[config.mk]
export PLATFORM = sky130hd
export DESIGN_NAME = button_debouncer
export DESIGN_NICKNAME = d
export VERILOG_FILES = /design/src/rtl/button_debouncer_pkg.sv /design/src/rtl/button_debouncer_sat_counter.sv /design/src/rtl/button_debouncer.sv
export SDC_FILE = /design/constraint.sdc
export NUM_CORES = 1
export LEC_CHECK = 0
export CAP_MARGIN = 20
export CORE_ASPECT_RATIO = 1.5
export CORE_MARGIN = 2
export CORE_UTILIZATION = 50
export CTS_CLUSTER_SIZE = 8
export DETAILED_ROUTE_END_ITERATION = 6
export DONT_BUFFER_PORTS = 1
export PLACE_DENSITY = 0.74
export SLEW_MARGIN = 20
export SYNTH_ARGS = -nofsm -noshare
export SYNTH_HDL_FRONTEND = slang
export SYNTH_SLANG_ARGS = --single-unit
[constraint.sdc]
create_clock -name clk -period 1.7 [get_ports clk]
set_input_delay 0.51 -clock clk [delete_from_list [all_inputs] [get_ports clk]]
set_output_delay 0.51 -clock clk [all_outputs]
set_load 0.03 [all_outputs]
[src/rtl/button_debouncer_pkg.sv]
// Shared types and board timing constants for the button input path
// (synchronizer, debouncer, display control).
package button_debouncer_pkg;

  typedef enum logic [1:0] {
    LOW_STABLE  = 2'd0,
    LOW_PEND    = 2'd1,
    HIGH_STABLE = 2'd2,
    HIGH_PEND   = 2'd3
  } db_state_t;

  localparam int unsigned BOARD_CLK_HZ  = 100_000_000;
  localparam int unsigned DEBOUNCE_10MS = BOARD_CLK_HZ / 100;
  localparam int unsigned LONG_1S       = BOARD_CLK_HZ;

  function automatic logic is_high(input db_state_t s);
    return (s == HIGH_STABLE) || (s == HIGH_PEND);
  endfunction

  function automatic logic is_pend(input db_state_t s);
    return (s == LOW_PEND) || (s == HIGH_PEND);
  endfunction

endpackage

[src/rtl/button_debouncer_sat_counter.sv]
// Up-counter with synchronous clear that stops at MAX instead of wrapping.
module sat_counter #(
  parameter int unsigned WIDTH = 8,
  parameter int unsigned MAX   = 255
) (
  input  logic             clk,
  input  logic             rst_n,
  input  logic             clear,
  input  logic             enable,
  output logic [WIDTH-1:0] count,
  output logic             at_max
);

  localparam logic [WIDTH-1:0] MAX_V = WIDTH'(MAX);

  assign at_max = (count == MAX_V);

  always_ff @(posedge clk) begin
    if (!rst_n)                count <= '0;
    else if (clear)            count <= '0;
    else if (enable && !at_max) count <= count + WIDTH'(1);
  end

endmodule

[src/rtl/button_debouncer.sv]
// Stability-counter debouncer for one synchronized push-button: clean level,
// press/release strobes and a once-per-press long-hold strobe.
module button_debouncer
  import button_debouncer_pkg::*;
#(
  parameter int unsigned DEBOUNCE_CYCLES = DEBOUNCE_10MS,
  parameter int unsigned LONG_CYCLES     = LONG_1S
) (
  input  logic clk,
  input  logic rst_n,
  input  logic in,
  output logic level,
  output logic rise,
  output logic fall,
  output logic long_pulse
);

  localparam int unsigned DW = $clog2(DEBOUNCE_CYCLES);
  localparam int unsigned HW = $clog2(LONG_CYCLES + 1);
  localparam logic [HW-1:0] FIRE_V = HW'(LONG_CYCLES - 1);

  db_state_t     state;
  logic          long_fired;
  logic [DW-1:0] db_cnt;
  logic          db_at_max;
  logic [HW-1:0] hold_cnt;
  logic          hold_at_max;

  logic differ, flip, fire;
  logic db_clear, db_en, hold_en;

  // A pending edge completes on the Nth consecutive differing sample, i.e.
  // when the counter already holds N-1 and the input still disagrees.
  assign differ   = (in != level);
  assign flip     = is_pend(state) && differ && db_at_max;
  assign db_clear = !differ || flip;
  assign db_en    = differ && !flip;
  assign hold_en  = is_high(state) && !hold_at_max;
  assign fire     = is_high(state) && (hold_cnt == FIRE_V) && !long_fired;

  sat_counter #(.WIDTH(DW), .MAX(DEBOUNCE_CYCLES - 1)) u_db_cnt (
    .clk    (clk),
    .rst_n  (rst_n),
    .clear  (db_clear),
    .enable (db_en),
    .count  (db_cnt),
    .at_max (db_at_max)
  );

  // Hold time survives bounce inside HIGH_PEND; only a completed edge clears it.
  sat_counter #(.WIDTH(HW), .MAX(LONG_CYCLES)) u_hold_cnt (
    .clk    (clk),
    .rst_n  (rst_n),
    .clear  (flip),
    .enable (hold_en),
    .count  (hold_cnt),
    .at_max (hold_at_max)
  );

  always_ff @(posedge clk) begin
    if (!rst_n) begin
      state      <= LOW_STABLE;
      level      <= 1'b0;
      rise       <= 1'b0;
      fall       <= 1'b0;
      long_pulse <= 1'b0;
      long_fired <= 1'b0;
    end else begin
      rise       <= 1'b0;
      fall       <= 1'b0;
      long_pulse <= fire;
      case (state)
        LOW_STABLE:  if (differ) state <= LOW_PEND;
        LOW_PEND: begin
          if (!differ) state <= LOW_STABLE;
          else if (db_at_max) begin
            state <= HIGH_STABLE;
            level <= 1'b1;
            rise  <= 1'b1;
          end
        end
        HIGH_STABLE: if (differ) state <= HIGH_PEND;
        HIGH_PEND: begin
          if (!differ) state <= HIGH_STABLE;
          else if (db_at_max) begin
            state <= LOW_STABLE;
            level <= 1'b0;
            fall  <= 1'b1;
          end
        end
        default: state <= LOW_STABLE;
      endcase
      // Release re-arms the long strobe even if it fires on the same edge.
      if (flip && level) long_fired <= 1'b0;
      else if (fire)     long_fired <= 1'b1;
    end
  end

endmodule

## After elaboration in Yosys (flattened, before gate mapping)

Index checks and enable logic that the tools add are counted.

| word-level totals | value |
|---|---|
| register bits | 54 |
| logic and storage cells | 66 |
| output and inout bits | 4 |

| operators by class | value |
|---|---|
| add/subtract/negate cells | 2 |
| reductions and logical operators | 26 |
| equal/unequal tests | 15 |
| bitwise logic cells | 1 |
| muxes and demuxes | 14 |

Operator list:

| kind | number |
|---|---|
| == test 27 bit (second input constant) | 2 |
| adder 27 x 1 -> 27 bit (second input constant) | 1 |
| adder 20 x 1 -> 20 bit (second input constant) | 1 |
| == test 20 bit (second input constant) | 1 |
| 2-to-1 mux 2 bit | 6 |
| inequality test 2 bit (second input constant) | 6 |
| logical AND 1 bit | 9 |
| case mux 2 bit (4 select lines) | 1 |
| 2-to-1 mux 1 bit | 6 |
| inequality test 3 bit (second input constant) | 2 |
| OR reduction 2 bit | 3 |
| logical NOT 1 bit | 5 |
| AND reduction 5 bit | 1 |
| == test 2 bit (second input constant) | 2 |
| AND reduction 2 bit | 2 |
| AND reduction 4 bit | 1 |
| logical OR 1 bit | 3 |
| == test 2 x 1 -> 1 bit (second input constant) | 1 |
| logical NOT 2 bit | 1 |
| case mux 1 bit (2 select lines) | 1 |
| nonzero test 2 bit | 1 |
| inequality test 1 bit | 1 |
| NOT 1 bit | 1 |

## Logic depth before layout (Yosys ltp)

| depth | value |
|---|---|
| word-level depth | 7 |
| depth in mapped cells | 8 |
| mapped depth without buffers | 7 |

## By module

A second synthesis with hierarchy kept.

| second synthesis, totals | value |
|---|---|
| cells, all modules | 303 |
| area, all modules | 2672.6 um2 |

By module, submodules not included:

| module | cells an instance | instances | area an instance (um2) |
|---|---|---|---|
| sat_counter (u_hold_cnt) | 153 | 1 | 1370.1 |
| sat_counter (u_db_cnt) | 114 | 1 | 962.2 |
| button_debouncer | 36 | 1 | 340.3 |

## Worst setup path after synthesis

Ideal clock, no wire load.

| timing path | value |
|---|---|
| path type | register to register |
| from | reg level |
| to | reg u_hold_cnt.count[19] |
| buffers on the path | 1 |
| cell stages (with the launch flop) | 7 |
| arrival time | 1.618 ns |
| setup slack | -0.032 ns |
| required time | 1.585 ns |
| path through | dfxtp_1 -> xor2_2 -> and2_1 -> nand4_1 -> nand2_2 -> buf_4 -> nor2_1 |

| on the way | value |
|---|---|
| longest elaborated chain between the ends | 4 |

Ends and longest elaborated chain:

| item | line | source |
|---|---|---|
| from (decl) | button_debouncer.sv:12 | `output logic level,` |
| from (signal assigned) | button_debouncer.sv:63 | `level <= 1'b0;` |
| from (signal assigned) | button_debouncer.sv:78 | `level <= 1'b1;` |
| from (signal assigned) | button_debouncer.sv:87 | `level <= 1'b0;` |
| inequality test 1 bit | button_debouncer.sv:34 | `assign differ = (in != level);` |
| logical AND 1 bit (2 in a row) | button_debouncer.sv:35 | `assign flip = is_pend(state) && differ && db_at_max;` |
| OR reduction 2 bit (no line) | -- |  |
| to (signal assigned) | button_debouncer_sat_counter.sv:21 | `else if (enable && !at_max) count <= count + WIDTH'(1);` |
| to (decl) | button_debouncer_sat_counter.sv:10 | `output logic [WIDTH-1:0] count,` |

No other way between the ends.
A chain may end at the register's enable or synchronous reset.

## Final worst setup path

| timing path | value |
|---|---|
| from | reg u_hold_cnt.count[1] |
| to | reg u_hold_cnt.count[11] |

| on the way | value |
|---|---|
| longest elaborated chain between the ends | 4 |
| elaborated cells between the ends (all ways) | 5 |
| those cells by class | 1 x add/sub; 1 x eq/ne; 3 x reduce/logical |

Ends and longest elaborated chain:

| item |
|---|
| branches (longest 4 deep; another with adder 27 x 1 -> 27 bit) |

Parallel ways; which one is timed is not known.

==> flow_metrics.py <==
metrics = {
    "outcome": {
        "status": "finished with violations",
        "failed_checks": "negative setup slack",
    },
    "route": {
        "drt-met1-wl_mm": 2.20,
        "drtIter0Drc": 143,
        "wl_per_cell_um": 13.9,
        "drc": 0,
        "firstDrtPassIters": 4,
        "drtAntennaViolNets": 0,
        "route.vias.total": 2207,
        "wirelength_mm": 5.61,
        "topRoutingLayerUsed": "met4",
        "vias_per_cell": 5.45,
        "wl_met2_mm": 3.19,
        "met3_length_um": 112,
    },
    "yosys": {
        "syn_inst": 297,
        "synth_edf_count": 0,
        "ys_warn_count": 0,
        "synth_common_cells": "54 x dfxtp_1, 47 x nor2_1, 20 x nand3_1",
        "netlist_top_cells_area": "dfxtp_1 41%, nor2_1 6.7%, xnor2_1 6.4%, xor2_1 6.4%, nand4_1 4.5%",
        "async_flop_share_pct": 0,
        "synth_most_common_cell": "dfxtp_1",
        "ys_seq_area_share_pct": 41.3,
        "syn_nets": 303,
        "yosys.area.top_type": "dfxtp_1",
        "mappedNetlistArea_um2": 2620,
        "syn_avg_cell_area_um2": 8.81,
        "synth-main-ff-cell": "dfxtp_1",
        "synth.distinct_cells": 44,
        "synth-seq-cells": 54,
        "synth.top_cell.area_share_pct": 41.3,
    },
    "clock_tree": {
        "path_clk_slew_ns": 0.10,
        "cts_max_level": 2,
        "cts_tree": "done",
        "cts_buffers": 5,
        "hold_buffers": 0,
        "cts.sink_count": 54,
        "clockBufferDepth": 2,
        "insertion_delay_ns": 0.31,
        "cts_root_buf": "clkbuf_8",
    },
    "setup_path": {
        "crit_arrival_ns": 1.95,
        "r2r_cells": 8,
        "crit_slowest_cell": "or3_1",
        "rrSetupSlack_ns": -0.0002,
        "worstSetupStartpoint": "u_hold_cnt.count[1]$_SDFFE_PP0P_",
        "cp-end-kind": "flip-flop",
        "rr_endpoint": "u_hold_cnt.count[11]$_SDFFE_PP0P_",
        "regToRegStartpoint": "u_hold_cnt.count[1]$_SDFFE_PP0P_",
        "timing.critical_path.cells": "inv_2 -> ha_4 -> nor4bb_4 -> nand4_1 -> o211ai_1 -> buf_4 -> or3_1 -> a21oi_2",
        "cpPeakStageDelay_ns": 0.38,
        "crit_path_end": "u_hold_cnt.count[11]$_SDFFE_PP0P_",
        "start_kind": "flip-flop",
        "critPathMaxFanout": 4,
        "worstPathRequired_ns": 1.95,
        "crit_type": "reg2reg",
    },
    "timing": {
        "worst_pin_slew_ns": 0.312,
        "report.final.hold_viol_count": 0,
        "period_share_pct": 100,
        "grt_setup_unrepaired": "true",
        "setup_viol": 1,
        "skew_ns": 0.00868,
        "min_period_ns": 1.70,
        "layout_setup_ws_ns": -0.000245,
        "finalMaxSlewViolations": 0,
        "slew_headroom_pct": 79.1,
        "fin_setup_tns_ns": -0.000245,
        "max_freq_mhz": 588,
    },
    "die": {
        "die_w_um": 63.1,
        "ios": 7,
        "chipHeight_um": 92.6,
        "design.die.area_um2": 5840,
        "start_util_pct": 51.5,
        "rows": 32,
        "core_area_um2": 5080,
    },
    "global_routing": {
        "grt_pass1_vias": 2237,
        "grt_use_total_pct": 20.4,
        "grt_first_pass_wirelength_mm": 9.48,
        "grt_max_degree": 22,
        "antenna_found_initial": 0,
        "overflow": 0,
    },
    "cells_and_area": {
        "area_growth_pct": 23.1,
        "n_antenna_cell": 0,
        "final_cell_count_no_fill": 405,
        "drive_gt1_share_pct": 30.0,
        "final_design_area_no_fill_um2": 3220,
        "layout.nets": 342,
    },
    "power": {
        "ir_drop_mv": 0.553,
        "p_leak_uw": 0.00116,
        "p_per_area_nw_per_um2": 637,
    },
    "placed_design": {
        "gp_congestion": 0.864,
        "io_buffer_count": 0,
        "post_dp_cell_area_um2": 2980,
        "dp.cells": 394,
        "place_hpwl_mm": 4.13,
    },
    "run": {
        "maxCapViolations": 0,
    },
    "min_path": {
        "min_path_type": "in2reg",
    },
}
worst min-delay path by stage:
stage,depth (start not counted),slack [ns],from,to
3_3_place_gp,2,0.46,long_fired$_SDFFE_PP0P_,long_fired$_SDFFE_PP0P_
3_5_place_dp,2,0.48,long_fired$_SDFFE_PP0P_,long_fired$_SDFFE_PP0P_
4_1_cts,1,0.31,rst_n,long_pulse$_SDFF_PN0_
6_report,1,0.31,rst_n,long_pulse$_SDFF_PN0_
5_1_grt,1,0.32,rst_n,state[1]$_SDFFE_PN0P_
2_1_floorplan,2,0.46,long_fired$_SDFFE_PP0P_,long_fired$_SDFFE_PP0P_
cells by family (layout without fill, tap and decap cells):
group,count (synthesis),after routing,share of synthesized area [%]
AO/OA/AOI/OAI,29,29,7.79
XOR/XNOR,39,39,13.3
adder cells (fa/ha/maj),3,3,1.43
buffers and inverters,19,59,3.44
flip-flops,54,54,41.3
multiplexers,2,2,0.765
AND/OR/NAND/NOR,151,151,31.9
flip-flops by register name, indices dropped and copies added, names as in the netlist:
register	count
u_hold_cnt.count	27
rise	1
u_db_cnt.count	20
level	1
state	2
long_pulse	1
fall	1
long_fired	1
per-stage QoR:
step           setup WS [ns]  util, %  hold slack [ns]  total power (µW)
2_1_floorplan         0.0267        -            0.456              1330
4_1_cts              -0.0109     60.6            0.307              2100
3_3_place_gp          0.0176     58.6            0.463              1350
3_5_place_dp         -0.0310     58.6            0.482              1350
5_1_grt              -0.0732     63.4            0.315              2120
6_report           -0.000245     63.4            0.313              2050
layout make-up:
| class | instances | area, µm² |
|---|---|---|
| inverter | 9 | 33.8 |
| tap | 68 | 85.1 |
| sequential | 54 | 1120 |
| clock buffer | 6 | 82.6 |
| fill | 436 | 1860 |
| multi-input combinational | 224 | 1540 |
| clock inverter | 2 | 12.5 |
| timing repair buffer | 42 | 353 |
placed cells by master, fill, tap and decap left out, drive strengths merged, types with 2 or more instances in the layout:
master	instances
nor2	49
mux2i	2
dfxtp	54
and3	8
ha	3
xnor2	19
and2	5
o21ai	6
or3	6
nand2b	2
nand2	13
clkbuf	6
a211oi	5
or4	2
and4	8
buf	42
nor4	4
nor3	8
nand4	21
a31oi	2
xor2	20
nand3	20
inv	9
nor4bb	2
o211ai	3
a21oi	9
critical path, delay by kind of cell, from the launching register on:
kind | cells | cell delay (ns)
flip-flops | 1 | 0.37
AND/OR/NAND/NOR | 3 | 0.70
buffers and inverters | 2 | 0.21
AO/OA/AOI/OAI | 2 | 0.23
adder cells (fa/ha/maj) | 1 | 0.15
power breakdown:
| part | total (µW) | switching [µW] | leakage [µW] | internal (µW) |
|---|---|---|---|---|
| combinational | 55.9 | 30.4 | 0.000662 | 25.6 |
| sequential | 1260 | 1.62 | 0.000446 | 1260 |
| clock | 738 | 410 | 0.0000472 | 328 |
| total | 2050 | 442 | 0.00116 | 1610 |
metal layers:
layer	up-vias	track usage (%)
met5	-	0
met4	0	7.78
met3	8	3.89
met2	23	40.4
met1	1046	20.3
li1	1130	-
repair_timing:
action,in CTS,in global routing
pin swaps,2,16
endpoints found under the hold margin,0,0
setup endpoints to repair,2,24
buffers inserted,0,4
gates resized for setup,3,42
Note: power is estimated with default switching activity, not from simulation.
